`config.mk`:
```
export PLATFORM = sky130hd
export DESIGN_NAME = mux_bist_seq
export DESIGN_NICKNAME = d
export VERILOG_FILES = /design/src/rtl/mux_bist_pkg.sv /design/src/rtl/mux_bist_golden.sv /design/src/rtl/mux_bist_seq.sv
export SDC_FILE = /design/constraint.sdc
export NUM_CORES = 1
export LEC_CHECK = 0
export ABC_AREA = 1
export CAP_MARGIN = 0
export CELL_PAD_IN_SITES_DETAIL_PLACEMENT = 2
export CELL_PAD_IN_SITES_GLOBAL_PLACEMENT = 2
export CORE_ASPECT_RATIO = 1.2
export CORE_MARGIN = 8
export CORE_UTILIZATION = 29
export DETAILED_ROUTE_END_ITERATION = 12
export PLACE_DENSITY_LB_ADDON = 0.1
export RECOVER_POWER = 50
export SLEW_MARGIN = 20
export SYNTH_ARGS = -nofsm -noshare
export SYNTH_HDL_FRONTEND = slang
export SYNTH_SLANG_ARGS = --single-unit
```
`constraint.sdc`:
```
create_clock -name clk -period 2.1 [get_ports clk]
set_input_delay 0.525 -clock clk [delete_from_list [all_inputs] [get_ports clk]]
set_output_delay 0.525 -clock clk [all_outputs]
set_load 0.005 [all_outputs]
```
`src/rtl/mux_bist_pkg.sv`:
```
// Shared types and constants for the 2:1 mux self-test engine.
// Holds the FSM state encoding, vector bit layout and the golden mux function.
package mux_bist_pkg;

    typedef enum logic [1:0] {
        IDLE = 2'd0,
        RUN  = 2'd1,
        DONE = 2'd2
    } state_t;

    localparam int NUM_VECTORS = 8;
    localparam int VEC_W       = 3;

    // Layout of the vector index: v = {sel, a, b}
    localparam int SEL_BIT = 2;
    localparam int A_BIT   = 1;
    localparam int B_BIT   = 0;

    function automatic logic mux_ref(input logic sel, input logic a, input logic b);
        return sel ? b : a;
    endfunction

endpackage

```
`src/rtl/mux_bist_golden.sv`:
```
// Combinational reference model: expected mux output Z for vector index v.
// Kept separate so AND/OR/XOR-via-mux golden models can be dropped in later.
module mux_bist_golden
    import mux_bist_pkg::*;
(
    input  logic [VEC_W-1:0] vec,
    output logic             expected
);

    assign expected = mux_ref(vec[SEL_BIT], vec[A_BIT], vec[B_BIT]);

endmodule

```
`src/rtl/mux_bist_seq.sv`:
```
// Sequential stimulus/check engine for the 2:1 mux cell: walks all 8 (sel,a,b)
// vectors, samples z_in after SETTLE_CYCLES and counts mismatches. Optional macro: MUX_BIST_FIRST_FAIL_EN.
module mux_bist_seq
    import mux_bist_pkg::*;
#(
    parameter int SETTLE_CYCLES = 1,
    parameter int ERR_W         = 4
) (
    input  logic             clk,
    input  logic             rst,
    input  logic             start,
    input  logic             z_in,
    output logic             a_out,
    output logic             b_out,
    output logic             sel_out,
    output logic             busy,
    output logic             done,
    output logic             pass,
`ifdef MUX_BIST_FIRST_FAIL_EN
    output logic             first_fail_vld,
    output logic [VEC_W-1:0] first_fail_vec,
`endif
    output logic [ERR_W-1:0] err_cnt
);

    localparam int                HOLD_W    = (SETTLE_CYCLES > 1) ? $clog2(SETTLE_CYCLES) : 1;
    localparam logic [HOLD_W-1:0] HOLD_LAST = HOLD_W'(SETTLE_CYCLES - 1);
    localparam logic [VEC_W-1:0]  VEC_LAST  = VEC_W'(NUM_VECTORS - 1);
    localparam logic [ERR_W-1:0]  ERR_MAX   = '1;

    state_t             state_q, state_d;
    logic [VEC_W-1:0]   vec_q, vec_d;
    logic [VEC_W-1:0]   drive_q, drive_d;
    logic [HOLD_W-1:0]  hold_q, hold_d;
    logic [ERR_W-1:0]   err_q, err_d;
    logic               busy_q, busy_d;
    logic               done_q, done_d;
    logic               pass_q, pass_d;
    logic               z_exp;
    logic               mismatch;
`ifdef MUX_BIST_FIRST_FAIL_EN
    logic               ff_vld_q, ff_vld_d;
    logic [VEC_W-1:0]   ff_vec_q, ff_vec_d;
`endif

    mux_bist_golden u_golden (
        .vec      (vec_q),
        .expected (z_exp)
    );

    assign mismatch = (z_in != z_exp);

    // NOTE: every signal gets its default first so no path leaves one unassigned and infers a latch.
    always_comb begin
        state_d  = state_q;
        vec_d    = vec_q;
        drive_d  = drive_q;
        hold_d   = hold_q;
        err_d    = err_q;
        busy_d   = busy_q;
        done_d   = done_q;
        pass_d   = pass_q;
`ifdef MUX_BIST_FIRST_FAIL_EN
        ff_vld_d = ff_vld_q;
        ff_vec_d = ff_vec_q;
`endif
        unique case (state_q)
            IDLE, DONE: begin
                if (start) begin
                    state_d  = RUN;
                    vec_d    = '0;
                    drive_d  = '0;
                    hold_d   = '0;
                    err_d    = '0;
                    busy_d   = 1'b1;
                    done_d   = 1'b0;
                    pass_d   = 1'b0;
`ifdef MUX_BIST_FIRST_FAIL_EN
                    ff_vld_d = 1'b0;
                    ff_vec_d = '0;
`endif
                end
            end
            RUN: begin
                if (hold_q != HOLD_LAST) begin
                    hold_d = hold_q + 1'b1;
                end else begin
                    hold_d = '0;
                    if (mismatch && (err_q != ERR_MAX)) begin
                        err_d = err_q + 1'b1;
                    end
`ifdef MUX_BIST_FIRST_FAIL_EN
                    if (mismatch && !ff_vld_q) begin
                        ff_vld_d = 1'b1;
                        ff_vec_d = vec_q;
                    end
`endif
                    if (vec_q == VEC_LAST) begin
                        state_d = DONE;
                        drive_d = '0;
                        busy_d  = 1'b0;
                        done_d  = 1'b1;
                        pass_d  = (err_d == '0);
                    end else begin
                        vec_d   = vec_q + 1'b1;
                        drive_d = vec_q + 1'b1;
                    end
                end
            end
            default: begin
                state_d = IDLE;
            end
        endcase
    end

    // NOTE: sequential state uses non-blocking assignments so every flop samples pre-edge values.
    always_ff @(posedge clk) begin
        if (rst) begin
            state_q  <= IDLE;
            vec_q    <= '0;
            drive_q  <= '0;
            hold_q   <= '0;
            err_q    <= '0;
            busy_q   <= 1'b0;
            done_q   <= 1'b0;
            pass_q   <= 1'b0;
`ifdef MUX_BIST_FIRST_FAIL_EN
            ff_vld_q <= 1'b0;
            ff_vec_q <= '0;
`endif
        end else begin
            state_q  <= state_d;
            vec_q    <= vec_d;
            drive_q  <= drive_d;
            hold_q   <= hold_d;
            err_q    <= err_d;
            busy_q   <= busy_d;
            done_q   <= done_d;
            pass_q   <= pass_d;
`ifdef MUX_BIST_FIRST_FAIL_EN
            ff_vld_q <= ff_vld_d;
            ff_vec_q <= ff_vec_d;
`endif
        end
    end

    assign sel_out = drive_q[SEL_BIT];
    assign a_out   = drive_q[A_BIT];
    assign b_out   = drive_q[B_BIT];
    assign busy    = busy_q;
    assign done    = done_q;
    assign pass    = pass_q;
    assign err_cnt = err_q;
`ifdef MUX_BIST_FIRST_FAIL_EN
    assign first_fail_vld = ff_vld_q;
    assign first_fail_vec = ff_vec_q;
`endif

endmodule

```
=== Word-level counts from Yosys, hierarchy flattened ===
Cells that the tools add are included.

* Add/sub/neg operators: 3
* Multipliers: 0
* Divide/modulo/power cells: 0
* $lt $le $gt $ge: 0
* Equality and inequality tests: 9
* Shift operators: 0
* Multiplexer cells: 31
* Bitwise logic cells: 0
* Reduce and logical (&&, ||, !) cells: 10

{| class="wikitable"
|+ Operator list
! cell !! count
|-
| 4-bit two-way mux || 5
|-
| 3-bit two-way mux || 5
|-
| 3-bit case mux with 2 select lines || 2
|-
| 1-bit two-way mux || 10
|-
| 2-bit inequality test (second input constant) || 4
|-
| 1-bit case mux with 2 select lines || 4
|-
| 4-bit case mux with 2 select lines || 1
|-
| 4-bit AND reduction || 2
|-
| 2-bit two-way mux || 3
|-
| 3-bit AND reduction || 2
|-
| 4-bit by 1-bit adder with 4-bit output (second input constant) || 1
|-
| 4-bit logical NOT || 1
|-
| 4-bit inequality test (second input constant) || 1
|-
| 2-bit case mux with 2 select lines || 1
|-
| 3-bit by 1-bit adder with 3-bit output (second input constant) || 1
|-
| 3-bit equality test (second input constant) || 1
|-
| 2-bit by 1-bit equality test with 1-bit output (second input constant) || 1
|-
| 2-bit equality test (second input constant) || 1
|-
| 2-bit logical NOT || 1
|-
| 2-bit AND reduction || 1
|-
| 2-bit nonzero test || 1
|-
| 2-bit OR reduction || 1
|-
| 1-bit adder (second input constant) || 1
|-
| 1-bit logical AND || 1
|-
| 1-bit inequality test || 1
|}

* Flip-flop bits (word level): 16
* Latch bits: 0
* Bits in writable memories: 0
* Memory bits (read-only): 0
* Input port bits: 4
* Output and inout bits: 10
* Word-level logic and storage cells: 61
* Memories kept: 0

=== Depth between registers and ports, before layout ===
Gate-level depths: netlist (run 1).

* Depth in word-level cells: 10
* Depth in mapped cells: 10
* Gate-level depth less buffers: 10

=== Hierarchy ===
Synthesis (run 1) repeated with hierarchy kept, for this count alone.

* Cell total of the unflattened synthesis: 107
* Area, all modules: 739.5 µm²

{| class="wikitable"
|+ Modules (own cells, without submodules)
! module !! instances !! cells an instance !! area an instance (µm²)
|-
| mux_bist_seq || 1 || 103 || 724.4
|-
| mux_bist_golden || 1 || 4 || 15.0
|}

=== Worst setup path before layout (run 1) ===
Ideal clock, no wire load.

* Kind: input-to-reg
* Start point: input start
* End point: register pass_q (netlist: pass)
* Library setup time: 0.066 ns
* Arrival time: 1.180 ns
* Required time: 2.034 ns
* Setup slack: 0.854 ns
* Stages: 6
* Path buffers: 0
* Path through: inv_1 > nor2_1 > or2_2 > o22ai_1 > inv_1 > a21oi_2

* Word-level cells in the longest chain between the ends: 2

{| class="wikitable"
|+ Ends and longest elaborated chain
! item !! RTL line !! RTL
|-
| from (decl) || mux_bist_seq.sv:11 || <nowiki>input logic start,</nowiki>
|-
| 2-bit inequality test (no line) || - ||
|-
| 4-bit AND reduction (no line) || - ||
|-
| to (signal assigned) || mux_bist_seq.sv:139 || <nowiki>pass_q <= pass_d;</nowiki>
|-
| to (decl) || mux_bist_seq.sv:38 || <nowiki>logic pass_q, pass_d;</nowiki>
|}

Every way passes these cells.
A chain may end at the register's enable or synchronous reset.

=== Worst setup path after layout (run 1) ===
* Start point: register err_q[0] (netlist: err_cnt[0])
* End point: output err_cnt[0]

{| class="wikitable"
|+ RTL lines
! item !! RTL line !! RTL
|-
| from (decl) || mux_bist_seq.sv:35 || <nowiki>logic [ERR_W-1:0] err_q, err_d;</nowiki>
|-
| from (signal assigned) || mux_bist_seq.sv:136 || <nowiki>err_q <= err_d;</nowiki>
|-
| to (decl) || mux_bist_seq.sv:23 || <nowiki>output logic [ERR_W-1:0] err_cnt</nowiki>
|}

No word-level cell between the ends.

==> reports/qor.txt, run 1 <==
Max Cap Violations: 0
Sequential Power Share: 54.7%
Placed cell areas: 938 um^2
Setup TNS: 0 ns
Die H: 71.9 um
Core Region: 2500 um^2
Die Wd: 62.6 um
Cell taking the most area after synthesis: dfxtp_1
Clock Path Buffers: 2
Layout cells sized above 1: 12.0%
Biggest cell delay along the critical path: 0.54 ns
Vias/cell: 4.70
FF-to-FF setup slack: 0.63 ns
Num ports: 14
CTS-repair resized insts: 0
Detailed Route Iter0 Violations: 27
Yosys reg bits: 15
Die area: 4500 um^2
Detailed placement HPWL: 1690 um
Cell depth of the worst flop-to-flop path: 6
Root Buffer: clkbuf_4
Routed Antenna Nets: 0
Total power: 559 uW
Syn_area_per_cell: 7.06 um^2
Hold Crit Start: done
Slew @ Worst Pin: 0.399 ns
Clock skew: 0.00731 ns
Worst-path fanout max: 5
Required @ worst endpoint: 1.57 ns
Final Max Tran Viols: 0
Initial antenna violation count: 0
Area contributors post-synth: dfxtp_1, nand2_1, a21oi_1
Slew HR: 73.3%
WL final: 2110 um
Most frequent cell after synthesis: nand2_1
Fmax: 559 MHz
Vias: 743
Num CTS Buffers: 3
Ys Warns: 0
Asr flop ratio synth: 0%
Critical path startpoint category: flip-flop
Leakage: 0.000388 uW
Gp weighted congestion: 0.761
Hold Path End: done
RSZ-0062 raised after global routing: no
Critical Path AT: 1.26 ns
R2r startpoint: vec_q[0]
IO Port Bufs: 13
Outcome: complete, no violations
Largest net degree at the start of global routing: 15
Htree depth: 1
Layout area overhead: 26.2%
WHS Path Cells: 2
Post-CTS Hold Fix Bufs: 0
Clk sinks: 15
Cell area after layout: 953 um^2
Sequential fraction of the synthesis area: 39.7%
Syn Inst Count: 107
Final period util: 85.1%
Fin crit period: 1.79 ns
DRC viols: 0
Comb pwr share: 15.0%
Power per cell area: 586 nW/um^2
Hold WS: 0.461 ns
Worst R2R End: vec_q[2]
Syn Std Cell Area: 756 um^2
Fin nets: 133
Row count: 20
Grt total ovfl: 0
# fillers: 321
Synth unique cells: 18
Post-CTS setup buffers: 0
# setup viols final: 0
Clock Pin Slew Worst Setup and Hold Paths: 0.10 ns
Worst hold path type: flip-flop to flip-flop
Synth Flop Type: dfxtp_1
Slowest-stage cell, CP: clkdlybuf4s50_1
Fin. Hold Viols: 0
Cell-internal power: 401 uW
Max IR drop VDD: 205 uV
Switching Power: 158 uW
First-pass GRT wire length: 3640 um
Top cell family by delay on the critical path: buffers and inverters
Buf+Inv Stages, Crit Path: 1
Post-synth top cells: nand2_1, dfxtp_1, inv_1
Routed wire per std cell: 13.3 um
GR Util All Layers: 9.94%
DR pass1 iterations: 4
Vias in the first global route: 799
Clk network pwr share: 30.4%
Starting Density: 30.2%
Clk_lat worst skew: 0.29 ns
CTS tree: yes
CP Capture Type: output pin
EDFF count, synth: 0
ANT cells: 0
Setup CP Type: flip-flop to output pin
Critical-path cell list: clkdlybuf4s50_1
Area share of the largest cell type after synthesis: 39.7%
Sw Ratio: 28.3%
Syn nets: 114
power groups by stage:
stage               Sequential [uW]  Combinational [uW]  Clock [uW]
global route                    307                94.6         188
CTS                             306                88.8         176
floorplan                       310                52.5           0
global placement                312                85.2           0
detailed placement              312                88.2           0
finish                          305                83.8         170
sequential cells by signal, indices dropped and copies added (netlist names):
register,cells
err_cnt,4
drive_q,3
vec_q,3
state_q,2
busy,1
done,1
pass,1
logic make-up (layout without fill, tap and decap cells):
kind of cell               after synthesis  count (layout)  share of synthesized area, %
buffers and inverters                   16              34                          7.95
and+or+nand+nor                         57              57                          35.8
adders and majority gates                3               3                          4.97
DFF                                     15              15                          39.7
AOI/OAI and AO/OA                       16              16                          11.6
worst max path at each step:
| stage | start | end | slack, ns | cells past startpoint |
|---|---|---|---|---|
| finish | err_cnt[0] | err_cnt[0] | 0.31 | 1 |
| detailed placement | z_in | pass | 0.28 | 9 |
| global placement | z_in | pass | 0.29 | 9 |
| CTS | err_cnt[0] | err_cnt[0] | 0.29 | 1 |
| global route | err_cnt[3] | err_cnt[3] | 0.25 | 1 |
| floorplan | start | pass | 0.85 | 6 |
placed cells by master (no fill, tap or decap):
cell / netlist / final
clkbuf_4: 0 / 3
clkinv_2: 0 / 1
nand3_2: 2 / 2
buf_4: 0 / 2
or2_2: 1 / 1
a21oi_1: 13 / 13
nand2_2: 2 / 2
clkdlybuf4s50_1: 0 / 12
ha_1: 3 / 3
nand2_1: 35 / 35
dlygate4sd3_1: 0 / 1
a21oi_2: 1 / 1
o22ai_1: 1 / 1
inv_2: 1 / 1
dfxtp_1: 15 / 15
nor2_1: 5 / 8
inv_1: 14 / 14
nand4_1: 4 / 4
nand3_1: 3 / 3
nor2_2: 3 / 1
nor2_4: 2 / 1
a211oi_1: 1 / 1
per-stage QoR:
step                      utilization (%)  cells  setup WS (ns)
after floorplan                         -    107          0.854
after global placement               37.5    154          0.293
after detailed placement             37.5    154          0.280
after CTS                            38.6    158          0.290
after global routing                 38.1    158          0.250
final                                38.1    158          0.312
final cells by class:
cell class	instances	area [um^2]	share of cell area, %
Clock buffer	3	22.5	2.36
Clock inverter	1	5.00	0.525
Sequential cell	15	300	31.5
Inverter	15	56.3	5.91
Multi-Input combinational cell	76	383	40.2
Tap cell	33	41.3	4.33
Timing Repair Buffer	15	145	15.2
per-layer routing:
metal | vias to the layer above | track usage, % | wire length (um)
met1 | 351 | 11.1 | 950
met3 | 4 | 2.62 | 65
met2 | 11 | 17.3 | 1070
met4 | 0 | 4.57 | 23
li1 | 377 | - | -
met5 | - | 0 | 0
Power figures use the tool's default switching activity.
==> run 2, diff against run 1 <==
--- a/config.mk
+++ b/config.mk
@@ -12,6 +12,7 @@
 export CORE_ASPECT_RATIO = 1.2
 export CORE_MARGIN = 8
 export CORE_UTILIZATION = 29
+export CTS_CLUSTER_DIAMETER = 30
 export DETAILED_ROUTE_END_ITERATION = 12
 export PLACE_DENSITY_LB_ADDON = 0.1
 export RECOVER_POWER = 50
==> results of run 2 <==
The final DEF is identical to that of run 1; final timing and power are the same.
